===== config.mk =====
export PLATFORM = sky130hd
export DESIGN_NAME = stack_arbiter_flat
export DESIGN_NICKNAME = d
export VERILOG_FILES = /design/src/rtl/stack_arbiter_pkg.sv /design/src/rtl/stack_arbiter_if.sv /design/src/rtl/stack_arbiter_rr_pick.sv /design/src/rtl/stack_arbiter.sv /design/src/flat_wrapper.sv
export SDC_FILE = /design/constraint.sdc
export NUM_CORES = 1
export LEC_CHECK = 0
export CAP_MARGIN = 0
export CORE_UTILIZATION = 40
export CTS_CLUSTER_SIZE = 40
export DETAILED_ROUTE_END_ITERATION = 12
export HOLD_SLACK_MARGIN = 0.06
export PLACE_DENSITY = 0.74
export RECOVER_POWER = 50
export SYNTH_ARGS = -nofsm -noshare
export SYNTH_HDL_FRONTEND = slang
export SYNTH_SLANG_ARGS = --single-unit

===== constraint.sdc =====
create_clock -name clk -period 3.6 [get_ports clk]
set_input_delay 0.72 -clock clk [delete_from_list [all_inputs] [get_ports clk]]
set_output_delay 0.72 -clock clk [all_outputs]
set_load 0.01 [all_outputs]

===== src/rtl/stack_arbiter_pkg.sv =====
// Shared definitions for the two-requester stack arbiter: FSM states, op codes,
// default sizes and the reject rule used wherever an op is judged against the stack flags.
package stack_arbiter_pkg;

  localparam int DEF_WIDTH = 8;
  localparam int DEF_DEPTH = 1;

  localparam logic OP_POP  = 1'b0;
  localparam logic OP_PUSH = 1'b1;

  typedef enum logic [1:0] {
    IDLE = 2'd0,
    ARB  = 2'd1,
    EXEC = 2'd2,
    RESP = 2'd3
  } state_t;

  // A push cannot land on a full stack and a pop cannot come from an empty one.
  function automatic logic op_rejected(input logic op, input logic full, input logic empty);
    if (op == OP_PUSH) begin
      return full;
    end else begin
      return empty;
    end
  endfunction

endpackage


===== src/rtl/stack_arbiter_if.sv =====
// Requester and stack-side signals of the arbiter. The arbiter takes the slave view;
// the environment (requesters plus the external stack) takes the master view.
interface stack_arbiter_if #(
  parameter int WIDTH = stack_arbiter_pkg::DEF_WIDTH
);

  logic             req0;
  logic             req1;
  logic             op0;
  logic             op1;
  logic [WIDTH-1:0] din0;
  logic [WIDTH-1:0] din1;
  logic             done0;
  logic             done1;
  logic             err;
  logic [WIDTH-1:0] dout;
  logic             stk_c;
  logic             stk_en;
  logic [WIDTH-1:0] stk_push;
  logic [WIDTH-1:0] stk_peek;
  logic             stk_full;
  logic             stk_empty;

  modport master (
    output req0, req1, op0, op1, din0, din1, stk_peek, stk_full, stk_empty,
    input  done0, done1, err, dout, stk_c, stk_en, stk_push
  );

  modport slave (
    input  req0, req1, op0, op1, din0, din1, stk_peek, stk_full, stk_empty,
    output done0, done1, err, dout, stk_c, stk_en, stk_push
  );

endinterface


===== src/rtl/stack_arbiter_rr_pick.sv =====
// Two-way round-robin chooser: a lone request wins, a tie goes to the side not served last.
module rr_pick (
  input  logic req0,
  input  logic req1,
  input  logic last,
  output logic win
);

  // Winner index from the current requests and the last-served pointer.
  always_comb begin
    win = 1'b0;
    if (req0 && req1) begin
      win = ~last;
    end else if (req1) begin
      win = 1'b1;
    end else begin
      win = 1'b0;
    end
  end

endmodule


===== src/rtl/stack_arbiter.sv =====
// Serialises push/pop requests from two requesters onto one external stack,
// one operation at a time through IDLE -> ARB -> EXEC -> RESP.
module stack_arbiter import stack_arbiter_pkg::*; #(
  parameter int WIDTH = DEF_WIDTH,
  parameter int DEPTH = DEF_DEPTH
) (
  input  logic          clk,
  input  logic          clr,
  stack_arbiter_if.slave bus
);

  if (WIDTH < 1 || DEPTH < 1) begin : g_param_check
    $error("stack_arbiter: WIDTH and DEPTH must both be at least 1");
  end

  state_t           state_r;
  logic             last_r;
  logic             win_r;
  logic             op_r;
  logic             full_r;
  logic             empty_r;
  logic [WIDTH-1:0] peek_r;
  logic             done0_r;
  logic             done1_r;
  logic             err_r;
  logic [WIDTH-1:0] dout_r;
  logic             stk_c_r;
  logic             stk_en_r;
  logic [WIDTH-1:0] stk_push_r;

  logic             win_s;
  logic             sel_op_s;
  logic [WIDTH-1:0] sel_din_s;
  logic             rej_s;
  logic             exec_rej_s;

  rr_pick u_rr_pick (
    .req0 (bus.req0),
    .req1 (bus.req1),
    .last (last_r),
    .win  (win_s)
  );

  // Operands of the would-be winner and the reject verdicts for ARB and EXEC.
  always_comb begin
    sel_op_s  = bus.op0;
    sel_din_s = bus.din0;
    if (win_s) begin
      sel_op_s  = bus.op1;
      sel_din_s = bus.din1;
    end else begin
      sel_op_s  = bus.op0;
      sel_din_s = bus.din0;
    end
    rej_s      = op_rejected(sel_op_s, bus.stk_full, bus.stk_empty);
    exec_rej_s = op_rejected(op_r, full_r, empty_r);
  end

  // Sequencer; stk_en is raised at the ARB edge so it is high exactly during EXEC.
  always_ff @(posedge clk) begin
    if (!clr) begin
      state_r    <= IDLE;
      last_r     <= 1'b1;
      win_r      <= 1'b0;
      op_r       <= OP_POP;
      full_r     <= 1'b0;
      empty_r    <= 1'b1;
      peek_r     <= '0;
      done0_r    <= 1'b0;
      done1_r    <= 1'b0;
      err_r      <= 1'b0;
      dout_r     <= '0;
      stk_c_r    <= 1'b0;
      stk_en_r   <= 1'b0;
      stk_push_r <= '0;
    end else begin
      case (state_r)
        IDLE: begin
          done0_r <= 1'b0;
          done1_r <= 1'b0;
          if (bus.req0 || bus.req1) begin
            state_r <= ARB;
          end else begin
            state_r <= IDLE;
          end
        end
        ARB: begin
          win_r      <= win_s;
          op_r       <= sel_op_s;
          peek_r     <= bus.stk_peek;
          full_r     <= bus.stk_full;
          empty_r    <= bus.stk_empty;
          stk_c_r    <= sel_op_s;
          stk_push_r <= sel_din_s;
          stk_en_r   <= ~rej_s;
          state_r    <= EXEC;
        end
        EXEC: begin
          stk_en_r <= 1'b0;
          err_r    <= exec_rej_s;
          done0_r  <= (win_r == 1'b0);
          done1_r  <= (win_r == 1'b1);
          // The pre-pop top captured in ARB is what the requester receives.
          if (!exec_rej_s && op_r == OP_POP) begin
            dout_r <= peek_r;
          end else begin
            dout_r <= dout_r;
          end
          state_r <= RESP;
        end
        RESP: begin
          done0_r <= 1'b0;
          done1_r <= 1'b0;
          err_r   <= 1'b0;
          last_r  <= win_r;
          state_r <= IDLE;
        end
        default: begin
          stk_en_r <= 1'b0;
          done0_r  <= 1'b0;
          done1_r  <= 1'b0;
          state_r  <= IDLE;
        end
      endcase
    end
  end

  assign bus.done0    = done0_r;
  assign bus.done1    = done1_r;
  assign bus.err      = err_r;
  assign bus.dout     = dout_r;
  assign bus.stk_c    = stk_c_r;
  assign bus.stk_en   = stk_en_r;
  assign bus.stk_push = stk_push_r;

endmodule


===== src/flat_wrapper.sv =====
// flat-port wrapper written by rule: the top's interface ports become plain ports
module stack_arbiter_flat import stack_arbiter_pkg::*;
#(
  parameter int WIDTH = DEF_WIDTH,
  parameter int DEPTH = DEF_DEPTH
)
  (clk, clr, bus_req0, bus_req1, bus_op0, bus_op1, bus_din0, bus_din1, bus_stk_peek, bus_stk_full, bus_stk_empty, bus_done0, bus_done1, bus_err, bus_dout, bus_stk_c, bus_stk_en, bus_stk_push);
  stack_arbiter_if #(.WIDTH(WIDTH)) bus_i ();
  input  logic clk;
  input  logic clr;
  input wire logic [$bits(bus_i.req0)-1:0] bus_req0;
  input wire logic [$bits(bus_i.req1)-1:0] bus_req1;
  input wire logic [$bits(bus_i.op0)-1:0] bus_op0;
  input wire logic [$bits(bus_i.op1)-1:0] bus_op1;
  input wire logic [$bits(bus_i.din0)-1:0] bus_din0;
  input wire logic [$bits(bus_i.din1)-1:0] bus_din1;
  input wire logic [$bits(bus_i.stk_peek)-1:0] bus_stk_peek;
  input wire logic [$bits(bus_i.stk_full)-1:0] bus_stk_full;
  input wire logic [$bits(bus_i.stk_empty)-1:0] bus_stk_empty;
  output wire logic [$bits(bus_i.done0)-1:0] bus_done0;
  output wire logic [$bits(bus_i.done1)-1:0] bus_done1;
  output wire logic [$bits(bus_i.err)-1:0] bus_err;
  output wire logic [$bits(bus_i.dout)-1:0] bus_dout;
  output wire logic [$bits(bus_i.stk_c)-1:0] bus_stk_c;
  output wire logic [$bits(bus_i.stk_en)-1:0] bus_stk_en;
  output wire logic [$bits(bus_i.stk_push)-1:0] bus_stk_push;
  assign bus_i.req0 = bus_req0;
  assign bus_i.req1 = bus_req1;
  assign bus_i.op0 = bus_op0;
  assign bus_i.op1 = bus_op1;
  assign bus_i.din0 = bus_din0;
  assign bus_i.din1 = bus_din1;
  assign bus_i.stk_peek = bus_stk_peek;
  assign bus_i.stk_full = bus_stk_full;
  assign bus_i.stk_empty = bus_stk_empty;
  assign bus_done0 = bus_i.done0;
  assign bus_done1 = bus_i.done1;
  assign bus_err = bus_i.err;
  assign bus_dout = bus_i.dout;
  assign bus_stk_c = bus_i.stk_c;
  assign bus_stk_en = bus_i.stk_en;
  assign bus_stk_push = bus_i.stk_push;
  stack_arbiter #(.WIDTH(WIDTH), .DEPTH(DEPTH)) u_core (.clk(clk), .clr(clr), .bus(bus_i));
endmodule

==> impl_metrics.xml, run 1 <==
<?xml version="1.0" encoding="UTF-8"?>
<metrics>
  <group name="floorplanning">
    <metric name="io_pins" unit="">53</metric>
    <metric name="chipHeight" unit="um">61.4</metric>
    <metric name="start_util" unit="">0.419</metric>
    <metric name="core-area" unit="um2">3360</metric>
    <metric name="floorplan.die_area" unit="um2">3770</metric>
    <metric name="die_width" unit="um">61.4</metric>
    <metric name="placement_rows" unit="">21</metric>
  </group>
  <group name="timing">
    <metric name="worst-slew-pin-transition" unit="ns">1.70</metric>
    <metric name="rsz0062_at_grt" unit="">false</metric>
    <metric name="fin_crit_sh" unit="">0.661</metric>
    <metric name="timing.final.crit_period" unit="ns">2.38</metric>
    <metric name="maxClockFrequency" unit="MHz">421</metric>
    <metric name="report.final.hold_viol_count" unit="">0</metric>
    <metric name="skew" unit="ns">0.0120</metric>
    <metric name="slew_violations" unit="">34</metric>
    <metric name="finalSetupViolCount" unit="">0</metric>
    <metric name="totalNegativeSetupSlack" unit="ns">0</metric>
    <metric name="worst_slew_margin_rel" unit="">-0.132</metric>
  </group>
  <group name="synthesis">
    <metric name="synth_warnings" unit="">0</metric>
    <metric name="yosys-top-cells-area" unit="">sky130_fd_sc_hd__dfxtp_1 (50%), sky130_fd_sc_hd__mux2i_1 (21%), sky130_fd_sc_hd__nor2_1 (8.8%), sky130_fd_sc_hd__a211oi_1 (4.8%), sky130_fd_sc_hd__ha_1 (3.5%)</metric>
    <metric name="netlist.top_cell.by_area" unit="">sky130_fd_sc_hd__dfxtp_1</metric>
    <metric name="synthesis.area" unit="um2">1410</metric>
    <metric name="synth_area_per_cell" unit="um2">10.1</metric>
    <metric name="seq_area_frac_synth" unit="">0.497</metric>
    <metric name="postSynthCellCount" unit="">139</metric>
    <metric name="synth.net_count" unit="">175</metric>
    <metric name="synthDistinctLibCells" unit="">22</metric>
    <metric name="yosysTopAreaCellShare" unit="">0.497</metric>
    <metric name="ys_ff_latch" unit="">35</metric>
  </group>
  <group name="detailed_routing">
    <metric name="post_drt_wl_per_cell" unit="um">13.2</metric>
    <metric name="via_count" unit="">1163</metric>
    <metric name="residual_drc" unit="">0</metric>
    <metric name="met3WireLength" unit="um">165</metric>
    <metric name="finalWirelength" unit="um">3140</metric>
    <metric name="route.antenna.remaining_nets" unit="">0</metric>
    <metric name="route.met2.wl" unit="um">1540</metric>
    <metric name="top_layer" unit="">met4</metric>
    <metric name="detailedRoute.firstPassIterationCount" unit="">4</metric>
    <metric name="drt_first_iter_violations" unit="">50</metric>
    <metric name="met1_length" unit="um">1390</metric>
    <metric name="viasPerCell" unit="">4.89</metric>
  </group>
  <group name="power">
    <metric name="p_switching" unit="uW">363</metric>
    <metric name="power_frac_seq" unit="">0.442</metric>
    <metric name="power_frac_clock" unit="">0.211</metric>
    <metric name="peakVddDrop" unit="uV">279</metric>
    <metric name="power_per_cell_area" unit="nW/um2">569</metric>
    <metric name="leakage" unit="nW">0.762</metric>
    <metric name="switching_share" unit="">0.315</metric>
    <metric name="intPower" unit="uW">788</metric>
    <metric name="power.combinational.fraction" unit="">0.347</metric>
  </group>
  <group name="cells_and_area">
    <metric name="num-fill-cells" unit="">314</metric>
    <metric name="area_growth_syn_to_layout" unit="%">43.5</metric>
    <metric name="drive_above_1_share" unit="">0.0625</metric>
    <metric name="antennaDiodeCount" unit="">0</metric>
    <metric name="post-route-util" unit="">0.602</metric>
    <metric name="num-nets-final" unit="">227</metric>
  </group>
  <group name="run_status">
    <metric name="failing_checks" unit="">capacitance limit, slew limit</metric>
    <metric name="outcome" unit="">finished with violations</metric>
  </group>
  <group name="setup_path">
    <metric name="reg2reg_slack" unit="ns">1.22</metric>
    <metric name="crit_cells" unit="">5</metric>
    <metric name="r2r_start" unit="">u_core.state_r[1]</metric>
    <metric name="crit_type" unit="">register to register</metric>
    <metric name="timing.critical_path.max_delay_family" unit="">buffers and inverters</metric>
    <metric name="worstPathMaxFanout" unit="">33</metric>
    <metric name="slowest_delay" unit="ns">1.22</metric>
    <metric name="cp_launch_type" unit="">register</metric>
    <metric name="worst_r2r_path_depth" unit="">5</metric>
    <metric name="crit_path_end_kind" unit="">register</metric>
    <metric name="data_required_critical_path" unit="ns">3.84</metric>
    <metric name="critical_path.cell_chain" unit="">inv_1 &gt; ha_1 &gt; clkbuf_1 &gt; nor2_1 &gt; a211oi_1</metric>
    <metric name="crit_path_top_delay_cell" unit="">sky130_fd_sc_hd__clkbuf_1</metric>
    <metric name="critPathArrivalTime" unit="ns">2.61</metric>
    <metric name="capture_instance_of_the_worst_register_to_register_path" unit="">u_core.bus.stk_push[1]</metric>
    <metric name="critical_path_buffers_and_inverters" unit="">2</metric>
  </group>
  <group name="global_routing">
    <metric name="grt_pass1_wl" unit="um">5050</metric>
    <metric name="gr-total-overflow" unit="">0</metric>
    <metric name="grt_max_degree" unit="">34</metric>
    <metric name="first_global_vias" unit="">1174</metric>
    <metric name="antenna_found_initial" unit="">0</metric>
    <metric name="grt_usage" unit="">0.189</metric>
  </group>
  <group name="cts">
    <metric name="ctsResizeCount" unit="">0</metric>
    <metric name="numCtsBuffers" unit="">5</metric>
    <metric name="cts_num_sinks" unit="">35</metric>
    <metric name="cts.repair_timing.setup_buffer_count" unit="">0</metric>
    <metric name="clockBufferDepth" unit="">2</metric>
    <metric name="clk_transition_reported_paths" unit="ns">0.11</metric>
    <metric name="cts_tree" unit="">yes</metric>
    <metric name="root_buffer" unit="">sky130_fd_sc_hd__clkbuf_4</metric>
    <metric name="cts-htree-levels" unit="">2</metric>
    <metric name="clkLatencyLatePin" unit="ns">0.34</metric>
    <metric name="cts_hold_buffers" unit="">0</metric>
  </group>
  <group name="flow_run">
    <metric name="maxCapViolations" unit="">1</metric>
  </group>
  <group name="hold_path">
    <metric name="worst_hold_path_depth" unit="">2</metric>
    <metric name="beginning_of_the_worst_hold_path" unit="">u_core.bus.stk_push[3]</metric>
    <metric name="hold_path.class" unit="">register to register</metric>
    <metric name="endpoint_of_the_worst_hold_path" unit="">u_core.bus.stk_push[3]</metric>
  </group>
  <group name="place">
    <metric name="buffer_ports.inserted" unit="">52</metric>
    <metric name="globalplace.congestion" unit="">0.745</metric>
    <metric name="placed_wire_length_estimate_after_detailed_placement" unit="um">2320</metric>
  </group>
</metrics>
## registers in the layout, summed over array words and instances, names as in the netlist, 2 cells and up
| register | count |
|---|---|
| u_core.bus.stk_push | 8 |
| u_core.peek_r | 8 |
| u_core.state_r | 2 |
| u_core.bus.dout | 8 |
## power by group through the flow
stage,clock network [mW],registers [mW],logic [mW]
after floorplan,0,0.530,0.223
after global placement,0,0.512,0.390
after detailed placement,0,0.519,0.401
after CTS,0.250,0.510,0.403
after global routing,0.266,0.518,0.441
final,0.243,0.509,0.399
## cells in the mapped netlist
| cell type | n |
|---|---|
| sky130_fd_sc_hd__a2111oi_0 | 1 |
| sky130_fd_sc_hd__a211o_1 | 1 |
| sky130_fd_sc_hd__a211oi_1 | 9 |
| sky130_fd_sc_hd__a21boi_2 | 1 |
| sky130_fd_sc_hd__a21oi_1 | 3 |
| sky130_fd_sc_hd__and2_1 | 1 |
| sky130_fd_sc_hd__buf_1 | 1 |
| sky130_fd_sc_hd__buf_2 | 3 |
| sky130_fd_sc_hd__buf_4 | 1 |
| sky130_fd_sc_hd__buf_6 | 1 |
| sky130_fd_sc_hd__clkbuf_1 | 3 |
| sky130_fd_sc_hd__dfxtp_1 | 35 |
| sky130_fd_sc_hd__ha_1 | 4 |
| sky130_fd_sc_hd__inv_1 | 3 |
| sky130_fd_sc_hd__mux2i_1 | 29 |
| sky130_fd_sc_hd__mux2i_2 | 1 |
| sky130_fd_sc_hd__nand2_1 | 3 |
| sky130_fd_sc_hd__nor2_1 | 33 |
| sky130_fd_sc_hd__nor3_1 | 1 |
| sky130_fd_sc_hd__nor3b_1 | 2 |
| sky130_fd_sc_hd__nor4_2 | 1 |
| sky130_fd_sc_hd__o21ai_0 | 2 |
## routing by layer
metal / up-vias / GRT usage
met5: - / 0
met1: 546 / 0.212
met4: 0 / 0.0635
li1: 580 / -
met2: 31 / 0.329
met3: 6 / 0.0714
## worst min-delay path, delay by kind of cell, from the launching register on
family           cells  cell delay, ns
AND/OR/NAND/NOR      1            0.08
AO/OA/AOI/OAI        1            0.05
flip-flops           1            0.32
## cell type report
type / instances / area [um2] / area share
Clock buffer: 7 / 65.1 / 0.0322
Clock inverter: 1 / 7.51 / 0.00371
Inverter: 3 / 11.3 / 0.00557
Multi-Input combinational cell: 92 / 649 / 0.321
Sequential cell: 35 / 701 / 0.346
Tap cell: 46 / 57.6 / 0.0284
Timing Repair Buffer: 54 / 532 / 0.263
## cell usage in the layout, fill, tap and decap left out
| cell type | n |
|---|---|
| sky130_fd_sc_hd__ha_1 | 4 |
| sky130_fd_sc_hd__nand2_1 | 3 |
| sky130_fd_sc_hd__and2_0 | 1 |
| sky130_fd_sc_hd__buf_4 | 1 |
| sky130_fd_sc_hd__clkbuf_1 | 1 |
| sky130_fd_sc_hd__clkdlybuf4s50_1 | 46 |
| sky130_fd_sc_hd__dfxtp_1 | 35 |
| sky130_fd_sc_hd__nor4_2 | 1 |
| sky130_fd_sc_hd__dlygate4sd3_1 | 6 |
| sky130_fd_sc_hd__a21boi_2 | 1 |
| sky130_fd_sc_hd__a211o_1 | 1 |
| sky130_fd_sc_hd__clkbuf_8 | 2 |
| sky130_fd_sc_hd__nor3_1 | 1 |
| sky130_fd_sc_hd__a21oi_1 | 3 |
| sky130_fd_sc_hd__a211oi_1 | 9 |
| sky130_fd_sc_hd__clkbuf_4 | 5 |
| sky130_fd_sc_hd__inv_1 | 3 |
| sky130_fd_sc_hd__a2111oi_0 | 1 |
| sky130_fd_sc_hd__nor3b_1 | 2 |
| sky130_fd_sc_hd__mux2i_1 | 29 |
| sky130_fd_sc_hd__clkinvlp_4 | 1 |
| sky130_fd_sc_hd__mux2i_2 | 1 |
| sky130_fd_sc_hd__o21ai_0 | 2 |
| sky130_fd_sc_hd__nor2_1 | 33 |
## logic make-up (layout without fill, tap and decap cells)
group,count (synthesis),after routing,share of synthesized area
buffers and inverters,12,65,0.0426
DFF,35,35,0.497
AOI/OAI and AO/OA,17,17,0.0861
and+or+nand+nor,41,41,0.123
adders and majority gates,4,4,0.0355
muxes,30,30,0.216
## per-stage QoR
stage          hold slack (ns)  worst slack, ns  cell area (um2)  std cells  total power, mW
6_report                 0.494             1.22             2020        238             1.15
3_3_place_gp             0.467             1.09             1950        230            0.902
2_1_floorplan            0.460             1.91             1410        139            0.753
4_1_cts                  0.498             1.37             2030        238             1.16
5_1_grt                  0.517             1.06             2020        238             1.22
3_5_place_dp             0.483             1.00             1950        230            0.920
## worst max path at each step
stage,startpoint,end,slack [ns]
3_5_place_dp,bus_req1,u_core.bus.stk_en,1.00
6_report,u_core.state_r[1],u_core.bus.stk_push[1],1.22
5_1_grt,u_core.state_r[1],u_core.bus.stk_push[1],1.06
4_1_cts,bus_req1,u_core.bus.stk_en,1.37
2_1_floorplan,bus_req1,u_core.bus.stk_en,1.91
3_3_place_gp,bus_req1,u_core.bus.stk_en,1.09
Power figures use the tool's default switching activity.
==> inputs of run 2 (changes only) <==
clock period = 2.45 ns   (was 3.6 ns; I/O delays follow)
==> run 2 against run 1 <==
Compared with the run above:
- the flow now finishes without violations
- power increased by 41%
- clock skew decreased by 0.0059 ns
- setup slack got worse by 0.62 ns
- sequential cell count unchanged
- non-clock buffer count increased by 2
- critical path depth increased by 1
- sequential share of layout area increased by 0.24 points
==> impl_metrics.xml, run 2 (synthesis gave the netlist of run 1 again) <==
<?xml version="1.0" encoding="UTF-8"?>
<metrics>
  <group name="global_routing">
    <metric name="grt_pass1_wl" unit="um">5010</metric>
    <metric name="grt_usage" unit="">0.186</metric>
    <metric name="first_global_vias" unit="">1152</metric>
    <metric name="gr-total-overflow" unit="">0</metric>
    <metric name="antenna_found_initial" unit="">0</metric>
    <metric name="grt_max_degree" unit="">28</metric>
  </group>
  <group name="setup_path">
    <metric name="data_required_critical_path" unit="ns">2.66</metric>
    <metric name="worstPathMaxFanout" unit="">8</metric>
    <metric name="crit_type" unit="">register to register</metric>
    <metric name="crit_path_end_kind" unit="">register</metric>
    <metric name="critPathArrivalTime" unit="ns">2.06</metric>
    <metric name="cp_launch_type" unit="">register</metric>
  </group>
  <group name="cells_and_area">
    <metric name="area_growth_syn_to_layout" unit="%">42.5</metric>
    <metric name="num-nets-final" unit="">229</metric>
    <metric name="layout_common_cells" unit="">sky130_fd_sc_hd__clkdlybuf4s50_1 (51), sky130_fd_sc_hd__dfxtp_1 (35), sky130_fd_sc_hd__nor2_1 (33)</metric>
    <metric name="drive_above_1_share" unit="">0.0567</metric>
    <metric name="num-fill-cells" unit="">321</metric>
    <metric name="antennaDiodeCount" unit="">0</metric>
    <metric name="layout.cells.most_common" unit="">sky130_fd_sc_hd__clkdlybuf4s50_1</metric>
  </group>
  <group name="place">
    <metric name="placed_wire_length_estimate_after_detailed_placement" unit="um">2320</metric>
    <metric name="buffer_ports.inserted" unit="">52</metric>
    <metric name="detailedPlace.worstSlack" unit="ns">0.536</metric>
    <metric name="globalplace.congestion" unit="">0.803</metric>
  </group>
  <group name="run_status">
    <metric name="outcome" unit="">completed</metric>
  </group>
  <group name="cts">
    <metric name="numCtsBuffers" unit="">5</metric>
    <metric name="root_buffer" unit="">sky130_fd_sc_hd__clkbuf_4</metric>
    <metric name="cts_num_sinks" unit="">35</metric>
    <metric name="cts_hold_buffers" unit="">0</metric>
    <metric name="cts-htree-levels" unit="">2</metric>
    <metric name="ctsResizeCount" unit="">0</metric>
    <metric name="clkLatencyLatePin" unit="ns">0.33</metric>
    <metric name="cts.repair_timing.setup_buffer_count" unit="">0</metric>
    <metric name="clk_transition_reported_paths" unit="ns">0.10</metric>
    <metric name="cts_tree" unit="">yes</metric>
    <metric name="clockBufferDepth" unit="">2</metric>
  </group>
  <group name="timing">
    <metric name="timing.final.crit_period" unit="ns">1.85</metric>
    <metric name="slew_violations" unit="">0</metric>
    <metric name="totalNegativeSetupSlack" unit="ns">0</metric>
    <metric name="maxClockFrequency" unit="MHz">541</metric>
    <metric name="postLayoutSetupSlackWorst" unit="ns">0.601</metric>
    <metric name="worst-slew-pin-transition" unit="ns">0.643</metric>
    <metric name="worst_slew_margin_rel" unit="">0.572</metric>
    <metric name="rsz0062_at_grt" unit="">false</metric>
    <metric name="report.final.hold_viol_count" unit="">0</metric>
    <metric name="skew" unit="ns">0.00611</metric>
    <metric name="fin_crit_sh" unit="">0.755</metric>
    <metric name="finalSetupViolCount" unit="">0</metric>
  </group>
  <group name="detailed_routing">
    <metric name="via_count" unit="">1180</metric>
    <metric name="residual_drc" unit="">0</metric>
    <metric name="drt_first_iter_violations" unit="">35</metric>
    <metric name="route.met2.wl" unit="um">1550</metric>
    <metric name="met3WireLength" unit="um">178</metric>
    <metric name="met1_length" unit="um">1320</metric>
    <metric name="post_drt_wl_per_cell" unit="um">12.9</metric>
    <metric name="finalWirelength" unit="um">3100</metric>
    <metric name="route.antenna.remaining_nets" unit="">0</metric>
    <metric name="detailedRoute.firstPassIterationCount" unit="">5</metric>
    <metric name="top_layer" unit="">met4</metric>
    <metric name="viasPerCell" unit="">4.92</metric>
  </group>
  <group name="flow_run">
    <metric name="maxCapViolations" unit="">0</metric>
  </group>
  <group name="floorplanning">
    <metric name="core-area" unit="um2">3360</metric>
    <metric name="io_pins" unit="">53</metric>
    <metric name="placement_rows" unit="">21</metric>
    <metric name="die_width" unit="um">61.4</metric>
    <metric name="start_util" unit="">0.419</metric>
    <metric name="chipHeight" unit="um">61.4</metric>
    <metric name="floorplan.die_area" unit="um2">3770</metric>
  </group>
  <group name="hold_path">
    <metric name="hold_path.class" unit="">register to register</metric>
  </group>
  <group name="power">
    <metric name="power_per_cell_area" unit="nW/um2">808</metric>
    <metric name="peakVddDrop" unit="uV">368</metric>
    <metric name="leakage" unit="nW">0.747</metric>
  </group>
</metrics>
-- run 2: stage by stage --
step	cell area (um2)	power, mW	util	hold slack [ns]	instances
after floorplan	1410	1.11	-	0.460	139
after global placement	1970	1.33	0.586	0.467	232
after detailed placement	1970	1.35	0.586	0.481	232
after CTS	2020	1.64	0.600	0.495	240
after global routing	2010	1.73	0.597	0.513	240
final	2010	1.62	0.597	0.491	240
-- run 2: area by class of cell --
cell class	instances	area, um2	share of cell area
Multi-Input combinational cell	92	646	0.321
Clock buffer	7	45.0	0.0224
Clock inverter	1	5.00	0.00249
Inverter	3	11.3	0.00560
Sequential cell	35	701	0.349
Tap cell	46	57.6	0.0286
Timing Repair Buffer	56	544	0.271
-- run 2: final timing paths --
check	startpoint	endpoint	slack [ns]	cells past startpoint
max	u_core.state_r[0]	u_core.bus.dout[3]	0.60	6
min	u_core.bus.stk_push[6]	u_core.bus.stk_push[6]	0.49	2
max reg2reg	u_core.state_r[0]	u_core.bus.dout[3]	0.60	6
min reg2reg	u_core.bus.stk_push[6]	u_core.bus.stk_push[6]	0.49	2
-- run 2: worst max-delay path, stage by stage, from the launching register on --
cell,delay [ns]
sky130_fd_sc_hd__dfxtp_1,0.34
sky130_fd_sc_hd__inv_1,0.08
sky130_fd_sc_hd__ha_1,0.27
sky130_fd_sc_hd__nor3b_1,0.21
sky130_fd_sc_hd__clkbuf_1,0.52
sky130_fd_sc_hd__mux2i_1,0.25
sky130_fd_sc_hd__nor2_1,0.06
-- run 2: power breakdown --
group | internal (mW) | switching [mW] | leakage (nW) | total (mW)
sequential | 0.680 | 0.0652 | 0.286 | 0.746
combinational | 0.312 | 0.276 | 0.431 | 0.588
clock | 0.112 | 0.178 | 0.0293 | 0.290
total | 1.10 | 0.519 | 0.747 | 1.62
-- run 2: per-layer routing --
layer	global-route usage	vias up
met2	0.309	42
met4	0.0635	0
met1	0.222	550
met3	0.0693	7
li1	-	581
met5	0	-
==> inputs of run 3 (changes only) <==
CORE_UTILIZATION = 39   (was 40)
PLACE_DENSITY = 0.75   (was 0.74)
clock period = 1.7 ns   (was 2.45 ns; I/O delays follow)
==> run 3 against run 2 <==
Compared with the run above:
- setup slack worse by 0.54 ns
- die area is 2.5% higher
- critical path depth is 5 lower
- power is 49% higher
- combinational power is 45% higher
- design area is 2.4% higher
- clock skew is 0.0012 ns lower
- non-clock buffer count is 3 higher
- critical endpoint is now bus_stk_c
- largest cell class unchanged
==> impl_metrics.xml, run 3 (synthesis gave the netlist of run 1 again) <==
<?xml version="1.0" encoding="UTF-8"?>
<metrics>
  <group name="global_routing">
    <metric name="antenna_found_initial" unit="">0</metric>
    <metric name="grt_util_met3" unit="">0.0570</metric>
    <metric name="grt_max_degree" unit="">34</metric>
    <metric name="gr-total-overflow" unit="">0</metric>
    <metric name="first_global_vias" unit="">1138</metric>
    <metric name="met2_usage_grt" unit="">0.293</metric>
    <metric name="grt_usage" unit="">0.165</metric>
    <metric name="grt-busiest-layer" unit="">met2</metric>
    <metric name="grt_pass1_wl" unit="um">5130</metric>
    <metric name="grt.met1_usage" unit="">0.190</metric>
  </group>
  <group name="setup_path">
    <metric name="worstPathMaxFanout" unit="">4</metric>
    <metric name="timing.critical_path.max_delay_family" unit="">buffers and inverters</metric>
    <metric name="critical_path.cell_chain" unit="">clkdlybuf4s50_1</metric>
    <metric name="cp_launch_type" unit="">register</metric>
    <metric name="data_required_critical_path" unit="ns">1.36</metric>
    <metric name="crit_type" unit="">register to primary output</metric>
    <metric name="crit_path_top_delay_cell" unit="">sky130_fd_sc_hd__clkdlybuf4s50_1</metric>
    <metric name="r2r_start" unit="">u_core.state_r[0]</metric>
    <metric name="slowest_delay" unit="ns">0.57</metric>
    <metric name="critical_path_buffers_and_inverters" unit="">1</metric>
    <metric name="critPathArrivalTime" unit="ns">1.30</metric>
    <metric name="crit_path_end_kind" unit="">primary output</metric>
    <metric name="reg2reg_slack" unit="ns">0.13</metric>
    <metric name="capture_instance_of_the_worst_register_to_register_path" unit="">u_core.bus.stk_en</metric>
    <metric name="worst_r2r_path_depth" unit="">5</metric>
    <metric name="crit_cells" unit="">1</metric>
  </group>
  <group name="floorplanning">
    <metric name="chipHeight" unit="um">62.1</metric>
    <metric name="floorplan.die_area" unit="um2">3860</metric>
    <metric name="io_pins" unit="">53</metric>
    <metric name="core-area" unit="um2">3390</metric>
    <metric name="die_width" unit="um">62.1</metric>
    <metric name="placement_rows" unit="">21</metric>
    <metric name="start_util" unit="">0.416</metric>
  </group>
  <group name="timing">
    <metric name="rsz0062_at_grt" unit="">false</metric>
    <metric name="slew_violations" unit="">0</metric>
    <metric name="finalSetupViolCount" unit="">0</metric>
    <metric name="timing.final.crit_period" unit="ns">1.64</metric>
    <metric name="fin_crit_sh" unit="">0.966</metric>
    <metric name="skew" unit="ns">0.00486</metric>
    <metric name="worst_slew_margin_rel" unit="">0.713</metric>
    <metric name="maxClockFrequency" unit="MHz">609</metric>
    <metric name="fin_hold_ws" unit="ns">0.492</metric>
    <metric name="report.final.hold_viol_count" unit="">0</metric>
    <metric name="worst-slew-pin-transition" unit="ns">0.430</metric>
  </group>
  <group name="power">
    <metric name="power.combinational.fraction" unit="">0.352</metric>
    <metric name="power_frac_seq" unit="">0.445</metric>
    <metric name="p_switching" unit="uW">748</metric>
    <metric name="peakVddDrop" unit="uV">592</metric>
    <metric name="switching_share" unit="">0.308</metric>
    <metric name="power_frac_clock" unit="">0.203</metric>
    <metric name="leakage" unit="nW">0.775</metric>
    <metric name="power_per_cell_area" unit="nW/um2">1180</metric>
    <metric name="intPower" unit="mW">1.68</metric>
  </group>
  <group name="cts">
    <metric name="cts_num_sinks" unit="">35</metric>
    <metric name="ctsResizeCount" unit="">0</metric>
    <metric name="clockBufferDepth" unit="">2</metric>
    <metric name="cts_tree" unit="">yes</metric>
    <metric name="clk_transition_reported_paths" unit="ns">0.10</metric>
    <metric name="root_buffer" unit="">sky130_fd_sc_hd__clkbuf_4</metric>
    <metric name="cts.repair_timing.setup_buffer_count" unit="">0</metric>
    <metric name="clkLatencyLatePin" unit="ns">0.31</metric>
    <metric name="cts_hold_buffers" unit="">0</metric>
    <metric name="numCtsBuffers" unit="">5</metric>
    <metric name="cts-htree-levels" unit="">2</metric>
  </group>
  <group name="place">
    <metric name="buffer_ports.inserted" unit="">52</metric>
    <metric name="globalplace.congestion" unit="">0.777</metric>
    <metric name="post-place-cells" unit="">235</metric>
    <metric name="placed_wire_length_estimate_after_detailed_placement" unit="um">2320</metric>
  </group>
  <group name="cells_and_area">
    <metric name="area_growth_syn_to_layout" unit="%">45.9</metric>
    <metric name="antennaDiodeCount" unit="">0</metric>
    <metric name="layout.cells.most_common" unit="">sky130_fd_sc_hd__clkdlybuf4s50_1</metric>
    <metric name="layout_common_cells" unit="">sky130_fd_sc_hd__clkdlybuf4s50_1 (50), sky130_fd_sc_hd__dfxtp_1 (35), sky130_fd_sc_hd__nor2_1 (33)</metric>
    <metric name="finish.cell_count_without_fillers" unit="">243</metric>
    <metric name="drive_above_1_share" unit="">0.0863</metric>
    <metric name="num-nets-final" unit="">232</metric>
  </group>
  <group name="detailed_routing">
    <metric name="detailedRoute.firstPassIterationCount" unit="">4</metric>
    <metric name="viasPerCell" unit="">4.77</metric>
    <metric name="drt_first_iter_violations" unit="">48</metric>
    <metric name="route.antenna.remaining_nets" unit="">0</metric>
    <metric name="via_count" unit="">1158</metric>
    <metric name="residual_drc" unit="">0</metric>
    <metric name="finalWirelength" unit="um">3140</metric>
    <metric name="post_drt_wl_per_cell" unit="um">12.9</metric>
  </group>
  <group name="run_status">
    <metric name="outcome" unit="">completed</metric>
  </group>
  <group name="hold_path">
    <metric name="beginning_of_the_worst_hold_path" unit="">u_core.bus.stk_push[7]</metric>
    <metric name="endpoint_of_the_worst_hold_path" unit="">u_core.bus.stk_push[7]</metric>
    <metric name="worst_hold_path_depth" unit="">2</metric>
    <metric name="hold_path.class" unit="">register to register</metric>
  </group>
  <group name="flow_run">
    <metric name="maxCapViolations" unit="">0</metric>
  </group>
</metrics>
==> run 3: per-layer routing <==
| metal | vias to the layer above | share of wire |
|---|---|---|
| met5 | - | 0 |
| met2 | 39 | 0.48 |
| met4 | 0 | 0.0051 |
| met1 | 533 | 0.45 |
| li1 | 584 | - |
| met3 | 2 | 0.066 |
==> run 3: how the worst max path moves through the flow <==
stage / start / slack [ns] / end
2_1_floorplan: u_core.state_r[0] / 0.22 / u_core.bus.stk_en
3_3_place_gp: bus_req1 / 0.02 / u_core.bus.stk_en
3_5_place_dp: bus_req1 / -0.04 / u_core.bus.stk_push[3]
4_1_cts: u_core.op_r / 0.04 / bus_stk_c
5_1_grt: u_core.op_r / 0.01 / bus_stk_c
6_report: u_core.op_r / 0.06 / bus_stk_c
==> run 3: power groups by stage <==
stage          Combinational (mW)  Clock, mW  Sequential, mW
2_1_floorplan               0.473          0            1.12
3_3_place_gp                0.882          0            1.09
3_5_place_dp                0.907          0            1.10
4_1_cts                     0.911      0.513            1.08
5_1_grt                     0.935      0.540            1.10
6_report                    0.852      0.493            1.08
==> run 3: area by class of cell <==
| type | instances | area, um2 |
|---|---|---|
| fillers | 279 | 1330 |
| well taps | 46 | 57.6 |
| multi-input cells | 92 | 652 |
| clock buffers | 8 | 68.8 |
| inverters | 3 | 11.3 |
| repair buffers | 59 | 567 |
| flip-flops and latches | 35 | 701 |
==> run 3: through the flow <==
| step | setup TNS, ns | util | cell area (um2) | total power, mW | worst slack, ns |
|---|---|---|---|---|---|
| floorplan | 0 | - | 1410 | 1.59 | 0.222 |
| global placement | 0 | 0.591 | 2000 | 1.97 | 0.0178 |
| detailed placement | -0.152 | 0.591 | 2000 | 2.00 | -0.0354 |
| CTS | 0 | 0.612 | 2070 | 2.51 | 0.0365 |
| global route | 0 | 0.607 | 2060 | 2.57 | 0.0107 |
| finish | 0 | 0.607 | 2060 | 2.42 | 0.0579 |
